## config.mk

```make
export PLATFORM = sky130hd
export DESIGN_NAME = cuckoo_insert_ctrl
export DESIGN_NICKNAME = d
export VERILOG_FILES = /design/src/rtl/cuckoo_pkg.sv /design/src/rtl/cuckoo_stats.sv /design/src/rtl/cuckoo_insert_ctrl.sv
export SDC_FILE = /design/constraint.sdc
export NUM_CORES = 1
export LEC_CHECK = 0
export CORE_MARGIN = 5
export CORE_UTILIZATION = 30
export CTS_BUF_LIST = sky130_fd_sc_hd__clkbuf_2
export DETAILED_ROUTE_END_ITERATION = 6
export GPL_TIMING_DRIVEN = 0
export PLACE_DENSITY_LB_ADDON = 0.12
export SETUP_SLACK_MARGIN = 0.15
export SLEW_MARGIN = 10
export SYNTH_ARGS = -nofsm -noshare
export SYNTH_HDL_FRONTEND = slang
export SYNTH_SLANG_ARGS = --single-unit
```

## constraint.sdc

```tcl
create_clock -name clk -period 5.6 [get_ports clk]
set_input_delay 1.12 -clock clk [delete_from_list [all_inputs] [get_ports clk]]
set_output_delay 1.12 -clock clk [all_outputs]
set_load 0.05 [all_outputs]
```

## src/rtl/cuckoo_pkg.sv

```systemverilog
`default_nettype none
// ============================================================================
// Module   : cuckoo_pkg
// Brief    : Shared types and constants for the two-table cuckoo insert path.
// Revision : 1.0 - initial release
// ============================================================================
package cuckoo_pkg;

    localparam int DEFAULT_DATA_W = 32;
    localparam int DEFAULT_IDX_W  = 5;

    localparam logic TBL1 = 1'b0;
    localparam logic TBL2 = 1'b1;

    typedef enum logic [1:0] {
        ST_IDLE  = 2'd0,
        ST_READ  = 2'd1,
        ST_CHECK = 2'd2,
        ST_DONE  = 2'd3
    } state_t;

    typedef struct packed {
        logic                      filled;
        logic [DEFAULT_DATA_W-1:0] key;
        logic [DEFAULT_IDX_W-1:0]  alt;
    } slot_t;

    function automatic logic [7:0] sat_inc8(input logic [7:0] value);
        return (value == 8'hFF) ? value : value + 8'd1;
    endfunction

    function automatic logic other_tbl(input logic sel);
        return (sel == TBL1) ? TBL2 : TBL1;
    endfunction

endpackage
`default_nettype wire

```

## src/rtl/cuckoo_stats.sv

```systemverilog
`default_nettype none
// ============================================================================
// Module   : cuckoo_stats
// Brief    : Occupancy and saturating failure counters fed by insert completions.
// Revision : 1.0 - initial release
// ============================================================================
module cuckoo_stats
    import cuckoo_pkg::*;
#(
    parameter int IDX_W = DEFAULT_IDX_W
) (
    input  logic             clk,
    input  logic             rst_n,
    input  logic             done_valid,
    input  logic             done_ok,
    output logic [IDX_W+1:0] occupancy,
    output logic [7:0]       fail_count
);

    localparam logic [IDX_W+1:0] OCC_ONE = {{(IDX_W+1){1'b0}}, 1'b1};

    always_ff @(posedge clk or negedge rst_n) begin
        if (!rst_n) begin
            occupancy  <= '0;
            fail_count <= 8'd0;
        end else if (done_valid) begin
            if (done_ok) begin
                occupancy <= occupancy + OCC_ONE;
            end else begin
                fail_count <= sat_inc8(fail_count);
            end
        end
    end

endmodule
`default_nettype wire

```

## src/rtl/cuckoo_insert_ctrl.sv

```systemverilog
`default_nettype none
// ============================================================================
// Module   : cuckoo_insert_ctrl
// Brief    : Place-or-evict sequencer driving the shared two-table port.
// Revision : 1.0 - initial release
// ============================================================================
module cuckoo_insert_ctrl
    import cuckoo_pkg::*;
#(
    parameter int DATA_W    = DEFAULT_DATA_W,
    parameter int IDX_W     = DEFAULT_IDX_W,
    parameter int MAX_KICKS = 16
) (
    input  logic              clk,
    input  logic              rst_n,

    input  logic              in_valid,
    output logic              in_ready,
    input  logic [DATA_W-1:0] in_key,
    input  logic [IDX_W-1:0]  in_idx1,
    input  logic [IDX_W-1:0]  in_idx2,

    output logic              tbl_rd_en,
    output logic              tbl_wr_en,
    output logic              tbl_sel,
    output logic [IDX_W-1:0]  tbl_addr,
    output logic [DATA_W-1:0] tbl_wr_key,
    output logic [IDX_W-1:0]  tbl_wr_alt,
    input  logic              tbl_rd_filled,
    input  logic [DATA_W-1:0] tbl_rd_key,
    input  logic [IDX_W-1:0]  tbl_rd_alt,

    output logic              done_valid,
    output logic              done_ok,
    output logic [IDX_W:0]    done_kicks,
    output logic [DATA_W-1:0] fail_key,
    output logic [IDX_W+1:0]  occupancy,
    output logic [7:0]        fail_count
);

    localparam logic [IDX_W:0] KICK_LIMIT = MAX_KICKS[IDX_W:0];
    localparam logic [IDX_W:0] KICK_ONE   = {{IDX_W{1'b0}}, 1'b1};

    state_t              state;
    logic [DATA_W-1:0]   cur_key;
    logic                cur_sel;
    logic [IDX_W-1:0]    cur_addr;
    logic [IDX_W-1:0]    cur_alt;
    logic [IDX_W:0]      kicks;

    logic [IDX_W:0]      kicks_inc;
    logic                limit_hit;
    logic                next_sel;

    assign kicks_inc = kicks + KICK_ONE;
    assign limit_hit = (kicks_inc == KICK_LIMIT);
    assign next_sel  = other_tbl(cur_sel);

    // Strobes and port fields are registered one state ahead, so they are
    // valid for exactly the cycle the FSM sits in READ or CHECK.
    always_ff @(posedge clk or negedge rst_n) begin
        if (!rst_n) begin
            state      <= ST_IDLE;
            cur_key    <= '0;
            cur_sel    <= TBL1;
            cur_addr   <= '0;
            cur_alt    <= '0;
            kicks      <= '0;
            in_ready   <= 1'b1;
            tbl_rd_en  <= 1'b0;
            tbl_wr_en  <= 1'b0;
            tbl_sel    <= TBL1;
            tbl_addr   <= '0;
            tbl_wr_key <= '0;
            tbl_wr_alt <= '0;
            done_valid <= 1'b0;
            done_ok    <= 1'b0;
            done_kicks <= '0;
            fail_key   <= '0;
        end else begin
            tbl_rd_en  <= 1'b0;
            tbl_wr_en  <= 1'b0;
            tbl_sel    <= TBL1;
            tbl_addr   <= '0;
            tbl_wr_key <= '0;
            tbl_wr_alt <= '0;
            done_valid <= 1'b0;

            case (state)
                ST_IDLE: begin
                    if (in_valid && in_ready) begin
                        cur_key   <= in_key;
                        cur_sel   <= TBL1;
                        cur_addr  <= in_idx1;
                        cur_alt   <= in_idx2;
                        kicks     <= '0;
                        in_ready  <= 1'b0;
                        tbl_rd_en <= 1'b1;
                        tbl_sel   <= TBL1;
                        tbl_addr  <= in_idx1;
                        state     <= ST_READ;
                    end
                end

                ST_READ: begin
                    tbl_wr_en  <= 1'b1;
                    tbl_sel    <= cur_sel;
                    tbl_addr   <= cur_addr;
                    tbl_wr_key <= cur_key;
                    tbl_wr_alt <= cur_alt;
                    state      <= ST_CHECK;
                end

                ST_CHECK: begin
                    if (!tbl_rd_filled) begin
                        done_ok    <= 1'b1;
                        done_kicks <= kicks;
                        done_valid <= 1'b1;
                        state      <= ST_DONE;
                    end else begin
                        // The old occupant now carries the slot it was evicted from
                        // as its alternate and heads for its stored alternate slot.
                        cur_key  <= tbl_rd_key;
                        cur_alt  <= cur_addr;
                        cur_addr <= tbl_rd_alt;
                        cur_sel  <= next_sel;
                        kicks    <= kicks_inc;
                        if (limit_hit) begin
                            done_ok    <= 1'b0;
                            done_kicks <= kicks_inc;
                            fail_key   <= tbl_rd_key;
                            done_valid <= 1'b1;
                            state      <= ST_DONE;
                        end else begin
                            tbl_rd_en <= 1'b1;
                            tbl_sel   <= next_sel;
                            tbl_addr  <= tbl_rd_alt;
                            state     <= ST_READ;
                        end
                    end
                end

                ST_DONE: begin
                    in_ready <= 1'b1;
                    state    <= ST_IDLE;
                end

                default: begin
                    in_ready <= 1'b1;
                    state    <= ST_IDLE;
                end
            endcase
        end
    end

    cuckoo_stats #(
        .IDX_W (IDX_W)
    ) u_stats (
        .clk        (clk),
        .rst_n      (rst_n),
        .done_valid (done_valid),
        .done_ok    (done_ok),
        .occupancy  (occupancy),
        .fail_count (fail_count)
    );

endmodule
`default_nettype wire

```

==> flow_summary.yaml, run 1 <==
clock_network:
  cts_resized: 0
  cts_max_path_buffers: 2
  cts_tree: "done"
  clock_latency_on_the_worst_skew_pair_ns: 0.69
  holdBufCountCts: 0
  numClockSinks: 152
  cts_buffers: 17
  postCtsSetupRepairBufs: 0
  cts.reportedPaths.clkPinSlew_ns: 0.23
  htree_levels: 4
  clock-root-buffer: "clkbuf_2"
worst_setup_path:
  cp_top_family: "buffers and inverters"
  r2r-end: "cur_key[2]"
  crit_path_cell_trace: "clkdlybuf4s50_1"
  timing.critical_path.slowest_cell_delay_ns: 0.81
  ff2ff_path_depth: 8
  timing.critical_path.required_ns: 4.48
  timing.critical_path.fanout_max: 5
  path_class: "reg2out"
  critical_path_startpoint_category: "flip-flop"
  master_of_the_slowest_instance_on_the_critical_path: "clkdlybuf4s50_1"
  crit_path_start: "in_ready"
  timing.reg2reg.setup_slack_ns: 3.17
  critical_path.endpoint_type: "primary output"
  worst-path-buf-inv: 1
  worst_ep_arrival_time_ns: 2.10
  crit-reg2reg-launch: "state[0]"
  critPathCapture: "in_ready"
  crit_cells: 1
die:
  floorplan.rows: 53
  fp.dieW_um: 156
  dieHeight_um: 156
  start_util: 0.305
  num_io_pins: 184
  core_area_mm2: 0.0211
  design.die.area_mm2: 0.0245
global_routing:
  grt_max_degree: 78
  grt_pass1_vias: 4899
  global_route_wire_length_before_repair_um: 26400
  antenna_found_initial: 1
  groute.usage.overall: 0.138
  grt_remaining_overflow: 0
synthesis:
  synthCells: 514
  ys_ff_latch: 152
  netlist-cell-type-count: 43
  postSynthAreaPerCell_um2: 12.5
  ys.warnings.count: 0
  sequential_to_total_area_share_from_yosys_stat: 0.592
  mappedNetlistArea_mm2: 0.00643
  synth_fp_nets: 605
layout:
  final_cells: 1006
  nNetsFinal: 808
  area_growth_syn_to_layout_pct: 37.9
  fillers: 2032
  share_of_post_route_cells_with_drive_strength_above_1: 0.125
place:
  io_buffers: 183
  placedCellCount: 973
  finalWeightedCongestion: 0.761
  dpl.hpwl_um: 12300
routing:
  final_antenna_net_count: 0
  routed_wire_length_per_instance_um: 16.7
  post_drt_via_cell_ratio: 4.53
  detail_route.iter0.violations: 173
  drt_pass1_iterations: 4
  finalWirelength_um: 16800
  detailroute.via_count: 4560
  drc: 0
timing:
  number_of_hold_violations_in_the_final_report: 0
  final.hold.worst_slack_ns: 0.362
  period_minus_slack_ns: 3.22
  clock_skew_ns: 0.0346
  final_min_period_over_clock_period: 0.576
  grt_setup_unrepaired: "no"
  timing.slew.headroom: 0.440
  final-setup-viol-count: 0
  worst-slew-pin-transition_ns: 0.840
  timing.fmax_mhz: 310
  finalMaxSlewViolations: 0
run_status:
  result_of_the_run: "finished clean"
power_and_ir_drop:
  power.ir.vdd_worst_uv: 164
  total_leakage_power_nw: 3.93
  power_density_mw_per_mm2: 455
job:
  timing.max_cap.violations: 0
worst_hold_path:
  timing.hold.worst.class: "in2async"
[cell type report]
class | instances | area [um^2] | share of cell area
repair buffers | 184 | 1860 | 0.210
clock buffers | 17 | 85.1 | 0.00959
diodes | 1 | 2.50 | 0.000282
inverters | 8 | 30.0 | 0.00339
well taps | 275 | 344 | 0.0388
flip-flops and latches | 152 | 3800 | 0.429
plain buffers | 29 | 185 | 0.0209
multi-input cells | 325 | 2410 | 0.272
clock inverters | 15 | 143 | 0.0161
[stage by stage]
stage               area (um^2)  power (mW)  TNS, ns  utilization  setup WS [ns]
finish                     8870        4.03        0        0.421           2.38
global route               8870        4.33        0        0.421           2.21
CTS                        8870        4.12        0        0.420           2.24
detailed placement         8640        3.50        0        0.410           2.34
global placement           8610        3.46  -434.86        0.408          -2.88
floorplan                  6430        2.80        0            -           3.26
[cells in the final DEF, fill, tap and decap left out, types with 4 or more instances in the layout]
cell	instances
dfrtp_1	151
buf_2	7
mux2_2	5
nor2_1	5
a21oi_1	12
mux2_4	33
clkdlybuf4s50_1	182
nand3_1	9
o21ai_0	44
xor2_1	4
a22oi_1	7
clkbuf_1	10
ha_1	8
mux2i_1	43
buf_1	5
nand4_1	9
inv_1	8
and2_1	38
clkbuf_2	17
nand2_1	63
o21ai_1	8
xnor2_1	11
[flip-flops by register name, indices dropped and copies added, names as in the netlist]
name,cells
fail_key,32
cur_alt,5
u_stats.occupancy,7
cur_key,32
done_valid,1
state,2
done_kicks,6
done_ok,1
tbl_wr_alt,5
cur_addr,5
tbl_rd_en,1
u_stats.fail_count,8
cur_sel,1
kicks,6
tbl_sel,1
tbl_wr_key,32
tbl_wr_en,1
tbl_addr,5
in_ready,1
[how the worst min path moves through the flow]
stage          depth (start not counted)     endpoint         from  slack (ns)
2_1_floorplan                          2   cur_alt[0]   cur_alt[0]        0.44
3_3_place_gp                           2  cur_key[10]  cur_key[10]        0.45
3_5_place_dp                           2  cur_key[13]  cur_key[13]        0.46
4_1_cts                                1     state[0]        rst_n        0.28
5_1_grt                                1     state[0]        rst_n        0.30
6_report                               1     state[0]        rst_n        0.36
[synthesized netlist by cell type]
master     instances  area, um^2
and2_1            38         238
clkbuf_1          10        37.5
nand2b_1           1        6.26
xnor2_1           11        96.3
a21o_1             1        7.51
dfstp_2            1        26.3
a21bo_2            1        10.0
buf_1              5        18.8
nand4b_1           1        8.76
buf_4              3        22.5
buf_2              7        35.0
a31o_2             1        8.76
a2bb2oi_1          1        8.76
mux2i_1           43         430
xor2_1             4        35.0
nor2_8             1        20.0
mux2_2             5        56.3
inv_1              8        30.0
nand3_1            9        45.0
o41ai_1            1        8.76
a21oi_1           12        60.1
ha_1               8         100
o21ai_0           44         220
nand2_1           63         236
and4_1             2        17.5
nand3b_1           1        7.51
mux2_4            33         495
a22oi_1            7        52.6
o21ai_1            8        40.0
and3_1             3        18.8
a32o_1             1        10.0
dfrtp_1          151        3780
a22o_1             3        26.3
nor2b_1            2        12.5
or3_1              1        6.26
or2_1              1        6.26
buf_12             3        60.1
buf_6              1        11.3
nor2_1             5        18.8
a211o_4            1        17.5
a21o_4             1        15.0
nand4_1            9        56.3
a31oi_1            2        12.5
[per-layer routing]
metal / global-route usage / vias up / share of wire
met1: 0.179 / 2242 / 0.44
met4: 0.0483 / 0 / 0.015
met2: 0.221 / 132 / 0.48
li1: - / 2170 / -
met3: 0.0404 / 16 / 0.065
met5: 0 / - / 0
[kinds of logic after synthesis]
family	Yosys count	share of synthesized area
xor+xnor	15	0.0204
buf+inv	37	0.0335
compound gates	84	0.0774
mux	81	0.153
flops	152	0.592
fa+ha+maj	8	0.0156
simple gates	137	0.109
[power breakdown]
| part | leakage, nW | internal [mW] | switching, mW |
|---|---|---|---|
| Clock | 0.142 | 0.172 | 0.428 |
| Sequential | 2.01 | 1.41 | 0.149 |
| Combinational | 1.78 | 0.668 | 1.21 |
| Total | 3.93 | 2.25 | 1.79 |
Power figures use the tool's default switching activity.
==> inputs of run 2 (changes only) <==
==> constraint.sdc (replaced) <==
create_clock -name clk -period 3.2 [get_ports clk]
set_input_delay 0.64 -clock clk [delete_from_list [all_inputs] [get_ports clk]]
set_output_delay 0.64 -clock clk [all_outputs]
set_load 0.05 [all_outputs]
==> flow_summary.yaml, run 2 (synthesis results as in run 1) <==
die:
  num_io_pins: 184
  core_area_mm2: 0.0211
  floorplan.rows: 53
  start_util: 0.305
  dieHeight_um: 156
  fp.dieW_um: 156
  design.die.area_mm2: 0.0245
timing:
  worst-slew-pin-transition_ns: 0.835
  final.setup.tns_ns: 0
  period_minus_slack_ns: 2.74
  number_of_hold_violations_in_the_final_report: 0
  timing.fmax_mhz: 365
  finalMaxSlewViolations: 0
  grt_setup_unrepaired: "no"
  final_min_period_over_clock_period: 0.857
  timing.slew.headroom: 0.443
  clock_skew_ns: 0.0343
  final-setup-viol-count: 0
clock_network:
  cts_tree: "done"
  cts_max_path_buffers: 2
  cts_buffers: 17
  clock_latency_on_the_worst_skew_pair_ns: 0.69
  clock-root-buffer: "clkbuf_2"
  numClockSinks: 152
  cts.reportedPaths.clkPinSlew_ns: 0.23
  htree_levels: 4
global_routing:
  grt_remaining_overflow: 0
  groute.usage.overall: 0.138
  grt_max_degree: 78
  antenna_found_initial: 1
  grt_pass1_vias: 4900
  global_route_wire_length_before_repair_um: 26400
job:
  timing.max_cap.violations: 0
layout:
  share_of_post_route_cells_with_drive_strength_above_1: 0.124
  postLayoutCellArea_mm2: 0.00888
  nNetsFinal: 809
  layout_common_cells: "clkdlybuf4s50_1, dfrtp_1, nand2_1, o21ai_0, mux2i_1"
  final_common_cell: "clkdlybuf4s50_1"
  area_growth_syn_to_layout_pct: 38.1
  reg_top3: "cur_key x32, fail_key x32, tbl_wr_key x32"
place:
  finalWeightedCongestion: 0.761
  io_buffers: 183
  post_dp_cell_area_mm2: 0.00864
  dpl.hpwl_um: 12300
run_status:
  result_of_the_run: "finished clean"
worst_setup_path:
  worst_ep_arrival_time_ns: 2.10
  cp_top_family: "buffers and inverters"
  timing.critical_path.fanout_max: 5
  critical_path.endpoint_type: "primary output"
  timing.critical_path.required_ns: 2.56
  ff2ff_path_depth: 8
  master_of_the_slowest_instance_on_the_critical_path: "clkdlybuf4s50_1"
  timing.reg2reg.setup_slack_ns: 0.78
  crit-reg2reg-launch: "state[0]"
  timing.critical_path.slowest_cell_delay_ns: 0.81
  crit_path_cell_trace: "clkdlybuf4s50_1"
  worst-path-buf-inv: 1
  critical_path_startpoint_category: "flip-flop"
  path_class: "reg2out"
  r2r-end: "cur_key[2]"
routing:
  finalWirelength_um: 16800
  drc: 0
  routed_wire_length_per_instance_um: 16.7
  detailroute.via_count: 4555
  detail_route.iter0.violations: 155
  post_drt_via_cell_ratio: 4.52
  final_antenna_net_count: 0
  drt_pass1_iterations: 4
power_and_ir_drop:
  power.ir.vdd_worst_uv: 287
  pwr-share-comb: 0.465
  net-switching-power_mw: 3.13
  total_leakage_power_nw: 3.94
  power_density_mw_per_mm2: 795
  post-layout-total-power_mw: 7.06
  switching_share: 0.443
  power_report.internal_total_mw: 3.93
  p_clk_frac: 0.149
  share_of_power_burned_in_registers: 0.386
worst_hold_path:
  timing.hold.worst.class: "in2async"
==> run 2: worst max-delay path by stage <==
stage,start,endpoint,slack (ns),cells past startpoint
after floorplan,state[0],cur_key[12],1.27,10
after global placement,rst_n,cur_key[16],-4.80,1
after CTS,in_ready,in_ready,0.32,1
final,in_ready,in_ready,0.46,1
after detailed placement,in_valid,cur_addr[3],0.42,7
after global routing,in_ready,in_ready,0.29,1
==> run 2: layout make-up <==
class	count	area, um^2
Antenna cell	1	2.50
Fill cell	2031	12200
Tap cell	275	344
Clock buffer	17	85.1
Sequential cell	152	3800
Buffer	29	185
Clock inverter	15	143
Multi-Input combinational cell	325	2410
Inverter	8	30.0
Timing Repair Buffer	185	1870
==> run 2: per-stage QoR <==
stage	worst slack, ns	std cells	util	hold WS [ns]
after detailed placement	0.420	973	0.410	0.462
after CTS	0.319	1006	0.421	0.395
after global placement	-4.80	972	0.408	0.455
final	0.458	1007	0.421	0.476
after global routing	0.290	1007	0.421	0.415
after floorplan	1.27	514	-	0.344
==> run 2: what timing repair did <==
action	in CTS	in global routing
hold buffers	1	0
hold endpoints to repair	74	0
resized for setup	0	0
buffers inserted	0	0
==> run 2: power groups by stage <==
| stage | clock network [mW] | logic [mW] | registers [mW] |
|---|---|---|---|
| after global placement | 0 | 3.31 | 2.75 |
| after CTS | 1.12 | 3.37 | 2.73 |
| final | 1.05 | 3.28 | 2.72 |
| after global routing | 1.20 | 3.59 | 2.80 |
| after floorplan | 0 | 1.34 | 3.56 |
| after detailed placement | 0 | 3.36 | 2.77 |
==> run 2: routing by layer <==
metal / vias up / global-route usage / wire length, um
met5: - / 0 / 0
li1: 2171 / - / -
met2: 126 / 0.221 / 7970
met1: 2242 / 0.179 / 7530
met3: 16 / 0.0404 / 1060
met4: 0 / 0.0483 / 257
